--- config.mk ---
export PLATFORM = sky130hd
export DESIGN_NAME = wasm_fetch
export DESIGN_NICKNAME = d
export VERILOG_FILES = /design/src/rtl/wasm_fetch.sv
export SDC_FILE = /design/constraint.sdc
export NUM_CORES = 1
export LEC_CHECK = 0
export CORE_MARGIN = 5
export CORE_UTILIZATION = 47
export CTS_BUF_LIST = sky130_fd_sc_hd__clkbuf_16
export DETAILED_ROUTE_END_ITERATION = 6
export MAX_ROUTING_LAYER = met4
export PLACE_DENSITY = 0.81
export SETUP_SLACK_MARGIN = 0.15
export SLEW_MARGIN = 10
export SYNTH_ARGS = -nofsm -noshare
export SYNTH_HDL_FRONTEND = slang
export SYNTH_SLANG_ARGS = --single-unit
export TNS_END_PERCENT = 1
--- constraint.sdc ---
create_clock -name clk -period 2.3 [get_ports clk]
set_clock_uncertainty 0.1 [all_clocks]
set_input_delay 0.575 -clock clk [delete_from_list [all_inputs] [get_ports clk]]
set_output_delay 0.575 -clock clk [all_outputs]
set_load 0.05 [all_outputs]
--- src/rtl/wasm_fetch.sv ---
// WebAssembly instruction fetch: reads a ROM window at pc, decodes the opcode
// and its LEB128 immediate, and hands one instruction at a time to the core.
module wasm_fetch #(
  parameter int MEM_DEPTH = 3,
  parameter int MEM_EXTRA = 4
) (
  input  logic                        clk,
  input  logic                        reset,
  input  logic                        pc_load,
  input  logic [MEM_DEPTH:0]          pc_value,
  output logic [MEM_DEPTH:0]          mem_addr,
  output logic [MEM_EXTRA-1:0]        mem_extra,
  input  logic [(2**MEM_EXTRA)*8-1:0] mem_data,
  input  logic                        mem_error,
  output logic                        insn_valid,
  input  logic                        insn_ready,
  output logic [7:0]                  insn_opcode,
  output logic [63:0]                 insn_imm,
  output logic [MEM_DEPTH:0]          insn_pc,
  output logic [3:0]                  insn_len,
  output logic [3:0]                  trap
);

  localparam int AW = MEM_DEPTH + 1;
  localparam int DW = (2**MEM_EXTRA) * 8;

  typedef enum logic [2:0] {FETCH, WAIT, DECODE, HOLD, TRAP} state_t;

  state_t        state, state_d;
  logic [AW-1:0] pc;
  logic [87:0]   win;
  logic [7:0]    opc, b;
  logic [63:0]   imm_d;
  logic [3:0]    len_d, max_b;
  logic          sgn, done, bad_d;
  logic          unused_data;

  // Only the longest encoding (11 bytes) of the window is ever decoded.
  assign unused_data = ^mem_data[DW-1:88];

  assign mem_addr   = pc;
  assign mem_extra  = '1;
  assign insn_valid = (state == HOLD);
  assign opc        = win[7:0];

  always_comb begin
    imm_d = '0;
    len_d = 4'd1;
    bad_d = 1'b0;
    done  = 1'b0;
    sgn   = 1'b0;
    b     = '0;
    case (opc)
      8'h41:                                     begin max_b = 4'd5;  sgn = 1'b1; end
      8'h42:                                     begin max_b = 4'd10; sgn = 1'b1; end
      8'h0C, 8'h0D, 8'h10, 8'h20, 8'h21, 8'h22,
      8'h23, 8'h24:                              max_b = 4'd5;
      default:                                   max_b = 4'd0;
    endcase
    for (int k = 0; k < 10; k++) begin
      if (!done && k < int'(max_b)) begin
        b     = win[8*(k+1) +: 8];
        imm_d = imm_d | ({57'd0, b[6:0]} << (7*k));
        if (!b[7]) begin
          done  = 1'b1;
          len_d = 4'(k + 2);
          if (sgn && (7*(k+1) < 64) && b[6])
            imm_d = imm_d | (~64'd0 << (7*(k+1)));
        end
      end
    end
    // Continuation still set on the last permitted byte.
    if (max_b != 4'd0 && !done) bad_d = 1'b1;
  end

  always_ff @(posedge clk) begin
    if (reset) state <= FETCH;
    else       state <= state_d;
  end

  always_comb begin
    state_d = state;
    case (state)
      FETCH:   state_d = WAIT;
      WAIT:    state_d = mem_error ? TRAP : DECODE;
      DECODE:  state_d = bad_d ? TRAP : HOLD;
      HOLD:    if (insn_ready) state_d = FETCH;
      default: state_d = TRAP;
    endcase
    if (pc_load && state != TRAP) state_d = FETCH;
  end

  always_ff @(posedge clk) begin
    if (reset) begin
      pc          <= '0;
      win         <= '0;
      insn_opcode <= '0;
      insn_imm    <= '0;
      insn_pc     <= '0;
      insn_len    <= '0;
      trap        <= '0;
    end else if (state != TRAP) begin
      if (state == WAIT) win <= mem_data[87:0];
      // A redirect discards anything in flight, including a pending trap.
      if (pc_load) pc <= pc_value;
      else begin
        case (state)
          WAIT:   if (mem_error) trap <= 4'd1;
          DECODE: begin
            if (bad_d) trap <= 4'd2;
            else begin
              insn_opcode <= opc;
              insn_imm    <= imm_d;
              insn_len    <= len_d;
              insn_pc     <= pc;
            end
          end
          HOLD:   if (insn_ready) pc <= pc + AW'(insn_len);
          default: ;
        endcase
      end
    end
  end

endmodule

* Word level (Yosys, flattened, before mapping)
Index checks and enable logic that the tools add are counted.
Cells by class: $add $sub $neg 1, magnitude comparators 10, equality and inequality tests 17, mux-type cells 81, bitwise logic cells 11, reductions and logical operators 42
Operators with widths (number):
- 64-bit 2-to-1 mux | 28
- 4-bit 2-to-1 mux | 24
- 64-bit by 14-bit bitwise OR with 64-bit output | 1
- 64-bit by 21-bit bitwise OR with 64-bit output | 1
- 64-bit by 28-bit bitwise OR with 64-bit output | 1
- 64-bit by 35-bit bitwise OR with 64-bit output | 1
- 64-bit by 42-bit bitwise OR with 64-bit output | 1
- 64-bit by 49-bit bitwise OR with 64-bit output | 1
- 64-bit by 56-bit bitwise OR with 64-bit output | 1
- 64-bit by 63-bit bitwise OR with 64-bit output | 1
- 64-bit bitwise OR | 1
- 8-bit by 6-bit equality test with 1-bit output, second input constant | 5
- 1-bit 2-to-1 mux | 22
- 1-bit logical AND | 20
- 8-bit by 4-bit equality test with 1-bit output, second input constant | 2
- 8-bit by 7-bit equality test with 1-bit output, second input constant | 2
- 3-bit by 4-bit less-than comparator with 1-bit output, first input constant | 4
- 4-bit one-hot mux with 2 select lines | 2
- 3-bit one-hot mux with 4 select lines | 1
- 1-bit zero test | 10
- 3-bit 2-to-1 mux | 3
- 9-bit OR reduction | 1
- 8-bit by 5-bit equality test with 1-bit output, second input constant | 1
- 1-bit by 4-bit less-than comparator with 1-bit output, first input constant | 2
- 18 further kinds | 26
Word-level totals: flip-flop bits (word level) 179, input port bits 137, output and inout port bits 93, logic and storage cells 170

* Logic depth before layout (Yosys ltp)
Gate-level depths: netlist (run 1).
word-level depth 41, mapped depth 9, depth with buffers taken out 7

* Worst setup path before layout (run 1)
OpenSTA, ideal clock, no wires.
path kind reg2reg, from register pc[1], in the netlist mem_addr[1], to register pc[3], in the netlist mem_addr[3], setup time 0.074 ns, arrival 1.864 ns, data required time 2.126 ns, slack 0.262 ns, stages on the path, launching flop included 7, path buffers 0, clock period less this slack 2.038 ns, cells stage by stage dfxtp_1 ha_1 a21o_1 a21oi_1 xnor2_1 mux2_2 a31oi_1
Between the ends: cells in the longest elaborated chain, start to end 4
RTL lines:
- from (decl) | line 30 | logic [AW-1:0] pc;
- from (signal assigned) | line 105 | if (pc_load) pc <= pc_value;
- from (signal assigned) | line 118 | HOLD: if (insn_ready) pc <= pc + AW'(insn_len);
- 4-bit adder | line 118
- 4-bit 2-to-1 mux | line 118
- 4-bit 2-to-1 mux | line 107 | case (state)
- 4-bit 2-to-1 mux | line 105
Every way passes these cells. The select of a mux whose other input is x is not followed. A chain may end at the register's enable or synchronous reset.

* Worst setup path after layout (run 1)
from register win[5], to register insn_imm[19]
Between the ends: cells in the longest elaborated chain, start to end 41, elaborated cells on any way between the ends 106, classes of those cells order compare: 10; eq/ne: 10; mux: 50; bitwise: 10; reduce/logical: 26
RTL lines:
- from (decl) | line 31 | logic [87:0] win;
- from (signal assigned) | line 103 | if (state == WAIT) win <= mem_data[87:0];
- branches (longest 41 deep; another with 1-bit by 4-bit less-than comparator with 1-bit output)
- to (signal assigned) | line 113 | insn_imm <= imm_d;
- to (decl) | line 18 | output logic [63:0] insn_imm,
Several ways; the timed one is not identified.

==> results of run 1 <==
-- cells in the final DEF (no fill, tap or decap), types with 4 or more instances in the layout --
cell and count:
nand3_1 41, nor3_2 5, o22ai_1 14, nand2_1 181, nor3_1 9, a211oi_1 26
o21a_1 4, buf_12 9, dfxtp_1 163, a221oi_2 13, clkinv_1 5, nor4_1 7
o211ai_1 5, nand4_1 9, inv_1 58, dlygate4sd2_1 83, a211oi_2 8, nor2_1 36
nor2b_1 6, a21oi_1 143, clkbuf_16 21, nor3b_1 4, clkdlybuf4s50_1 89, dfxtp_2 6
a221oi_1 15, conb_1 6, buf_4 44, o21ai_0 28, buf_6 5, nand2b_1 7
-- cells in the mapped netlist (all sizes together), types with 3 or more instances --
| cell | number |
|---|---|
| nand2 | 182 |
| dfxtp | 171 |
| a21oi | 144 |
| clkbuf | 61 |
| inv | 56 |
| nand3 | 44 |
| nor2 | 38 |
| a211oi | 34 |
| o21ai | 29 |
| a221oi | 28 |
| buf | 21 |
| nor3 | 14 |
| o22ai | 14 |
| nand4 | 11 |
| nor4 | 10 |
| nand2b | 7 |
| nor2b | 6 |
| o211ai | 5 |
| nor3b | 4 |
| o21a | 4 |
| and3 | 3 |
| and3b | 3 |
| ha | 3 |
-- where the power goes --
part           internal, mW  switching [mW]
registers              3.05          0.0814
clock network          1.36            1.17
logic                 0.312           0.406
-- per-stage QoR --
step / util / instances
after global routing: 0.679 / 1329
after CTS: 0.651 / 1311
after global placement: 0.621 / 1279
final: 0.679 / 1329
after floorplan: - / 932
after detailed placement: 0.621 / 1279
-- kinds of logic (layout without fill, tap and decap cells) --
family,Yosys count,count (layout),synth area share
AO/OA/AOI/OAI,271,271,0.228
other,2,6,0.00102
AND/OR/NAND/NOR,336,336,0.213
adder cells (fa/ha/maj),4,4,0.00782
flip-flops,171,171,0.465
XOR/XNOR,3,3,0.00357
buffers and inverters,138,324,0.0769
multiplexers,3,3,0.00425
-- layer usage --
metal  global-route usage  share of wire
met5                    -              0
met4               0.0677          0.017
met3               0.0522          0.077
met2                0.382           0.48
met1                0.302           0.42
-- worst max path at each step --
stage	from	end	slack, ps	cells past startpoint
6_report	win[5]$_SDFFE_PP0P_	insn_imm[19]$_SDFFE_PP0P_	90	8
5_1_grt	win[5]$_SDFFE_PP0P_	insn_len[1]$_SDFFE_PP0P_	60	8
4_1_cts	win[0]$_SDFFE_PP0P_	insn_imm[58]$_SDFFE_PP0P_	110	7
3_5_place_dp	win[6]$_SDFFE_PP0P_	insn_imm[61]$_SDFFE_PP0P_	-3	7
3_3_place_gp	win[6]$_SDFFE_PP0P_	insn_imm[63]$_SDFFE_PP0P_	20	7
2_1_floorplan	mem_addr[1]$_SDFFE_PP0P_	mem_addr[3]$_SDFFE_PP0P_	260	6
-- what timing repair did --
action | CTS | global route
resized for setup | 99 | 38
endpoints found under the setup margin | 141 | 53
pin swaps | 4 | 8
buffers inserted | 0 | 13
gates cloned | 0 | 5
-- state kept, by name, indices dropped and copies added, names as in the netlist --
name,cells
state,3
insn_opcode,8
insn_imm,64
trap,2
insn_pc,4
mem_addr,4
win,82
insn_len,4
-- critical path, delay by kind of cell, from the launching register on --
| family | cells | cell delay [ps] |
|---|---|---|
| AOI/OAI and AO/OA | 3 | 770 |
| buffers and inverters | 3 | 490 |
| DFF | 1 | 370 |
| and+or+nand+nor | 2 | 350 |
-- final cells by class --
class / count / area share
Clock buffer: 17 / 0.0411
Multi-Input combinational cell: 623 / 0.350
Clock inverter: 15 / 0.00833
Inverter: 56 / 0.0203
Tap cell: 211 / 0.0255
Sequential cell: 171 / 0.332
Timing Repair Buffer: 236 / 0.222
==> flow_metrics.tcl, run 1 <==
set metrics [dict create \
    antenna_found_initial 0 \
    status "completed" \
    viasPerCell 5.63 \
    syn_area_sq_um 7360 \
    ys_warn_count 0 \
    fillers 1284 \
    clk_latency_ps 420 \
    post-route-period-util 0.960 \
    critPathSlowestCell "dfxtp_4" \
    coreArea_sq_um 15300 \
    drt_iter0_drc 571 \
    start_kind "flip-flop" \
    area_delta_synth_final_pct 40.8 \
    dr.pass1.iters 6 \
    start_util 0.482 \
    dp_slack_ps -3.48 \
    maxSlewHeadroom 0.387 \
    ant_nets 0 \
    synth_top_area_frac 0.465 \
    maxCapViolations 0 \
    num_vias 7481 \
    worst_pin_slew_ps 919 \
    seqCellArea_sq_um 3440 \
    hpwl_microns 14300 \
    cts_hold_buf 0 \
    whs_endpoint "win[51]$_SDFFE_PP0P_" \
    cts.sinks 171 \
    die_h_microns 135 \
    htreeDepth 4 \
    report.final.slew_viol_count 0 \
    crit_chain "buf_2, nor4_4, o21a_1, o311a_4, buf_8, nor3_2, buf_4, a221oi_1" \
    p_per_area_nw_per_um2 616 \
    placementRows 45 \
    rr_endpoint "insn_imm[19]$_SDFFE_PP0P_" \
    holdWs_ps 354 \
    rr_startpoint "win[5]$_SDFFE_PP0P_" \
    clk_path_buf_depth 2 \
    worstHoldStart "win[51]$_SDFFE_PP0P_" \
    path_class "reg2reg" \
    cts_made_buffers 17 \
    clkSlewWorstSetupHoldPaths_ps 60 \
    synth_edf_count 0 \
    fmax_ghz 0.453 \
    fin_crit_ps 2210 \
    placed_area_sq_um 9470 \
    hold_class "reg2reg" \
    portBuffers 177 \
    grt_setup_unrepaired "yes" \
    grt_pass1_wl_microns 34400 \
    crit_arrival_ps 2420 \
    synthDistinctLibCells 56 \
    reg2reg_depth 8 \
    pin_count 230 \
    crit_required_ps 2520 \
    cts_tree "yes" \
    die_area_sq_um 18300 \
    async_flop_share 0 \
    irDropWorstVdd_mv 0.493 \
    crit_path_end_kind "flip-flop" \
    die_w_microns 135 \
    grt_pass1_vias 6789 \
    drt_wl_total_microns 22800 \
    synth_area_leaders "dfxtp_1, a21oi_1, nand2_1" \
    reg2reg_slack_ps 90 \
    leakage_nw 3.89 \
    max_stage_delay_ps 370 \
    setup_viol 0 \
    setup_ws_ps 91.9 \
    syn_avg_cell_area_sq_um 7.93 \
    syn_inst 928 \
    tns_ps 0 \
    grt_use_total 0.238 \
    ys_seq_elements 171 \
    drive_gt1_frac 0.133 \
    synth_top_area_cell "dfxtp_1" \
    post-route-cell-area_sq_um 10400 \
    min_path_cells 2 \
    wl_per_cell_microns 17.2 \
    multiInputGateArea_sq_um 3630 \
    yosysSeqAreaShare 0.465 \
    place_congestion 0.862 \
    crit_fanout 7 \
    antennaDiodeCount 0 \
    post-route-drc-count 0 \
    power_mw 6.38 \
    overflow 0 \
    final_hold_viol_count 0 \
    ys.flop_type "dfxtp_1" \
    cts-root-buf "clkbuf_16" \
    grt_max_degree 83 \
    layout.nets 1246 \
]
(Power assumes the default switching activity.)
==> run 2, diff against run 1 <==
==> config.mk (replaced) <==
export PLATFORM = sky130hd
export DESIGN_NAME = wasm_fetch
export DESIGN_NICKNAME = d
export VERILOG_FILES = /design/src/rtl/wasm_fetch.sv
export SDC_FILE = /design/constraint.sdc
export NUM_CORES = 1
export LEC_CHECK = 0
export ABC_AREA = 1
export CORE_MARGIN = 5
export CORE_UTILIZATION = 46
export CTS_BUF_LIST = sky130_fd_sc_hd__clkbuf_16
export DETAILED_ROUTE_END_ITERATION = 6
export MAX_ROUTING_LAYER = met4
export PLACE_DENSITY = 0.8
export SETUP_SLACK_MARGIN = 0.15
export SLEW_MARGIN = 10
export SYNTH_ARGS = -nofsm -noshare
export SYNTH_HDL_FRONTEND = slang
export SYNTH_SLANG_ARGS = --single-unit
==> flow_metrics.tcl, run 2 <==
set metrics [dict create \
    grt_max_degree 83 \
    post-route-cell-area_sq_um 10400 \
    clk_latency_ps 430 \
    ant_nets 0 \
    portBuffers 177 \
    fmax_ghz 0.404 \
    final_cells 1361 \
    status "finished with violations" \
    path_class "reg2reg" \
    syn_area_sq_um 7030 \
    crit_fanout 6 \
    cts_hold_buf 0 \
    grt_pass1_vias 6517 \
    grt_pass1_wl_microns 32900 \
    pin_count 230 \
    drt_iter0_drc 438 \
    ys_warn_count 0 \
    holdWs_ps 343 \
    drive_gt1_frac 0.162 \
    rr_startpoint "win[6]$_SDFFE_PP0P_" \
    die_area_sq_um 17800 \
    overflow 0 \
    netlist_top_cells_count "nand2_1, dfxtp_1, a21oi_1" \
    synth_top_area_frac 0.487 \
    placed_area_sq_um 9180 \
    max_stage_delay_ps 370 \
    largest_register_ffs 82 \
    critPathSlowestCell "dfxtp_4" \
    post-route-period-util 1.07 \
    drt_wl_total_microns 22100 \
    htreeDepth 4 \
    leakage_nw 4.41 \
    utilization 0.690 \
    ys_seq_elements 171 \
    maxCapViolations 0 \
    report.final.slew_viol_count 0 \
    synth_area_leaders "dfxtp_1, a21oi_1, nand2_1" \
    post-route-drc-count 0 \
    fin_crit_ps 2470 \
    synthDistinctLibCells 41 \
    reg.largest.list "win x82, insn_imm x64, insn_opcode x8" \
    crit_arrival_ps 2650 \
    crit_chain "inv_2, nor2_2, nand3_1, nor2_2, nor2_2, nand2_4, o41ai_4, nand4_1, o211ai_1, nor2_4, nand2_2, nand3_4, clkinv_8, buf_12, clkbuf_16, nand2_1, a21oi_1" \
    viasPerCell 5.23 \
    critPathBufInv 4 \
    reg2reg_slack_ps -170 \
    final_cell_mix "nand2_1, a21oi_1, dfxtp_1, o21ai_0, inv_1" \
    worstHoldStart "win[52]$_SDFFE_PP0P_" \
    area_delta_synth_final_pct 48.3 \
    cts.sinks 171 \
    clkSlewWorstSetupHoldPaths_ps 60 \
    hold_class "reg2reg" \
    p_per_area_nw_per_um2 670 \
    rr_endpoint "insn_pc[1]$_SDFFE_PP0P_" \
    syn_avg_cell_area_sq_um 7.43 \
    place_congestion 0.849 \
    crit_required_ps 2480 \
    die_h_microns 134 \
    irDropWorstVdd_mv 0.489 \
    crit_top_cell "nor2_2" \
    dr.pass1.iters 5 \
    crit_family "simple AND/OR/NAND/NOR gates" \
    antenna_found_initial 0 \
    placed_cells_incl_taps 1296 \
    maxSlewHeadroom 0.426 \
    worst_pin_slew_ps 862 \
    die_w_microns 134 \
    async_flop_share 0 \
    reg2reg_depth 17 \
    cts_made_buffers 17 \
    setup_ws_ps -172 \
    layout.nets 1301 \
    whs_endpoint "win[52]$_SDFFE_PP0P_" \
    cts-root-buf "clkbuf_16" \
    start_kind "flip-flop" \
    clk_path_buf_depth 2 \
    start_util 0.466 \
    crit_path_end_kind "flip-flop" \
    wl_per_cell_microns 16.3 \
    hpwl_microns 13300 \
    violations "setup timing" \
    coreArea_sq_um 15100 \
    largest_register "win" \
    final_hold_viol_count 0 \
    synth_top_area_cell "dfxtp_1" \
    yosysSeqAreaShare 0.487 \
    placementRows 45 \
    cts_tree "yes" \
    synth_edf_count 0 \
    setup_viol 80 \
    grt_setup_unrepaired "yes" \
    layout_commonest_cell "nand2_1" \
    power_mw 6.98 \
    min_path_cells 2 \
    yosysMostFrequentCell "nand2_1" \
    syn_inst 946 \
    num_vias 7121 \
    ys.flop_type "dfxtp_1" \
    antennaDiodeCount 0 \
    grt_use_total 0.236 \
]
## run 2: worst register-to-register path, delay by kind of cell, from the launching register on
family | cells | cell delay [ps]
flops | 1 | 370
buf+inv | 4 | 490
compound gates | 3 | 290
simple gates | 10 | 1080
## run 2: cell type report
class / instances / area (sq um)
Multi-Input combinational cell: 614 / 3130
Sequential cell: 171 / 3440
Timing Repair Buffer: 248 / 2570
Clock buffer: 17 / 425
Tap cell: 188 / 235
Clock inverter: 15 / 184
Inverter: 108 / 425
Fill cell: 1253 / 4670
## run 2: report_power, final
part | internal [mW] | switching [mW]
registers | 3.10 | 0.0748
clock network | 1.80 | 1.18
logic | 0.359 | 0.465
total | 5.25 | 1.72
## run 2: worst max path at each step
stage	from	end	cells after the start
floorplan	win[7]$_SDFFE_PP0P_	insn_pc[3]$_SDFFE_PP0P_	16
finish	win[6]$_SDFFE_PP0P_	insn_pc[1]$_SDFFE_PP0P_	17
global route	win[6]$_SDFFE_PP0P_	insn_imm[17]$_SDFFE_PP0P_	17
CTS	win[3]$_SDFFE_PP0P_	insn_imm[32]$_SDFFE_PP0P_	19
global placement	win[2]$_SDFFE_PP0P_	insn_imm[23]$_SDFFE_PP0P_	16
detailed placement	win[2]$_SDFFE_PP0P_	insn_imm[34]$_SDFFE_PP0P_	16
## run 2: cell families (layout without fill, tap and decap cells)
family,after synthesis,in the layout,synth area share
and+or+nand+nor,283,283,0.171
buffers and inverters,165,388,0.0946
adders and majority gates,4,4,0.00819
AOI/OAI and AO/OA,320,320,0.237
other,2,6,0.00107
DFF,171,171,0.487
xor gates and xnor gates,1,1,0.00125
## run 2: layer usage
layer  vias up  track usage  wire [microns]
li1       3503            -               -
met1      3307        0.291            9310
met2       274        0.381           10700
met3        37       0.0623            1610
met4         0       0.0749             536
met5         -            -               0
## run 2: stage by stage
step | setup WS, ps | setup TNS (ps)
6_report | -172 | -9620
5_1_grt | -293 | -18680
4_1_cts | -68.5 | -2540
3_5_place_dp | -155 | -9270
3_3_place_gp | -72.8 | -3820
2_1_floorplan | 116 | 0
## run 2: repair_timing
| action | CTS | global route |
|---|---|---|
| pin swaps | 5 | 11 |
| cloned | 5 | 7 |
| gates resized for setup | 114 | 39 |
| endpoints found under the setup margin | 160 | 83 |
| buffers inserted | 14 | 7 |
==> run 3, diff against run 2 <==
--- a/config.mk
+++ b/config.mk
@@ -5,14 +5,15 @@
 export SDC_FILE = /design/constraint.sdc
 export NUM_CORES = 1
 export LEC_CHECK = 0
-export ABC_AREA = 1
 export CORE_MARGIN = 5
-export CORE_UTILIZATION = 46
+export CORE_UTILIZATION = 47
 export CTS_BUF_LIST = sky130_fd_sc_hd__clkbuf_16
 export DETAILED_ROUTE_END_ITERATION = 6
+export HOLD_SLACK_MARGIN = 0.1
 export MAX_ROUTING_LAYER = met4
-export PLACE_DENSITY = 0.8
+export PLACE_DENSITY = 0.81
 export SETUP_SLACK_MARGIN = 0.15
+export SKIP_CTS_REPAIR_TIMING = 1
 export SLEW_MARGIN = 10
 export SYNTH_ARGS = -nofsm -noshare
 export SYNTH_HDL_FRONTEND = slang
==> flow_metrics.tcl, run 3 (synthesis gave the netlist of run 1 again) <==
set metrics [dict create \
    pin_count 230 \
    irDropWorstVdd_mv 0.466 \
    clk_latency_ps 430 \
    largest_register_ffs 82 \
    hold_class "reg2reg" \
    grt_max_degree 83 \
    cts_tree "yes" \
    report.final.slew_viol_count 0 \
    drt_iter0_drc 587 \
    power_mw 6.38 \
    place_congestion 0.862 \
    p_switching_mw 1.65 \
    cts-root-buf "clkbuf_16" \
    placed_cells_incl_taps 1279 \
    p_per_area_nw_per_um2 608 \
    crit_required_ps 2500 \
    hpwl_microns 14300 \
    final_cells 1320 \
    clkPwrFrac 0.396 \
    crit_fanout 9 \
    leakage_nw 4.95 \
    dr.pass1.iters 5 \
    grt_setup_unrepaired "yes" \
    cts_made_buffers 17 \
    fmax_ghz 0.464 \
    seqPwrFrac 0.491 \
    post-route-period-util 0.937 \
    start_kind "flip-flop" \
    placementRows 45 \
    clk_path_buf_depth 2 \
    ant_nets 0 \
    antenna_found_initial 0 \
    status "completed" \
    cts.sinks 171 \
    final_cell_mix "nand2_1, dfxtp_1, a21oi_1, clkdlybuf4s50_1, dlymetal6s2s_1" \
    largest_register "win" \
    maxCapViolations 0 \
    grt_pass1_vias 6772 \
    die_h_microns 135 \
    grt_use_total 0.236 \
    reg.largest.list "win x82, insn_imm x64, insn_opcode x8" \
    post-route-drc-count 0 \
    overflow 0 \
    drive_gt1_frac 0.120 \
    antennaDiodeCount 0 \
    portBuffers 177 \
    crit_path_end_kind "flip-flop" \
    fin_crit_ps 2160 \
    clkSlewWorstSetupHoldPaths_ps 60 \
    drt_wl_total_microns 22600 \
    num_vias 7373 \
    grt_pass1_wl_microns 34200 \
    layout.nets 1237 \
    holdWs_ps 353 \
    setup_viol 0 \
    htreeDepth 4 \
    area_delta_synth_final_pct 42.7 \
    final_hold_viol_count 0 \
    start_util 0.482 \
    die_area_sq_um 18300 \
    coreArea_sq_um 15300 \
    maxSlewHeadroom 0.387 \
    wl_per_cell_microns 17.1 \
    die_w_microns 135 \
    p_int_mw 4.73 \
    path_class "reg2reg" \
    pwr-share-comb 0.113 \
    layout_commonest_cell "nand2_1" \
    sw_frac_of_total 0.259 \
    worst_pin_slew_ps 920 \
    crit_arrival_ps 2350 \
    utilization 0.688 \
    viasPerCell 5.59 \
]
## run 3: power by group through the flow
stage                     Combinational (mW)  Sequential, mW  Clock, mW
final                                  0.723            3.13       2.52
after global routing                   0.778            3.14       2.68
after CTS                              0.700            3.13       2.56
after detailed placement               0.695            3.19          0
after global placement                 0.686            3.19          0
after floorplan                        0.333            3.23          0
## run 3: critical path, cell delays in order (launching register included)
cell,delay (ps)
dfxtp_4,400
nor3b_2,180
o21a_1,250
o311a_4,440
buf_8,150
nor3_2,210
buf_4,210
a221oi_1,90
## run 3: layout make-up
class / instances / area, sq um
Sequential cell: 171 / 3450
Tap cell: 211 / 264
Inverter: 56 / 210
Timing Repair Buffer: 227 / 2480
Clock buffer: 17 / 425
Fill cell: 1207 / 4760
Clock inverter: 15 / 86.3
Multi-Input combinational cell: 623 / 3580
## run 3: routing by layer
layer	track usage	wire, microns	vias to the layer above	share of wire
met1	0.301	9390	3449	0.42
met3	0.0514	1840	32	0.082
met4	0.0661	365	0	0.016
met5	-	0	-	0
met2	0.379	11000	335	0.49
li1	-	-	3557	-
## run 3: per-stage QoR
| stage | TNS [ps] | instance area (sq um) | worst slack, ps |
|---|---|---|---|
| 2_1_floorplan | 0 | 7370 | 262 |
| 3_3_place_gp | 0 | 9470 | 20.4 |
| 3_5_place_dp | -3.48 | 9470 | -3.48 |
| 4_1_cts | -752 | 9980 | -129 |
| 5_1_grt | -18.1 | 10500 | -18.1 |
| 6_report | 0 | 10500 | 144 |
## run 3: path summary, 6_finish.rpt
check,depth (start not counted),slack (ps),from,to
hold reg to reg,2,350,win[51]$_SDFFE_PP0P_,win[51]$_SDFFE_PP0P_
setup reg to reg,7,140,win[5]$_SDFFE_PP0P_,insn_imm[20]$_SDFFE_PP0P_
hold / removal,2,350,win[51]$_SDFFE_PP0P_,win[51]$_SDFFE_PP0P_
setup / recovery,7,140,win[5]$_SDFFE_PP0P_,insn_imm[20]$_SDFFE_PP0P_
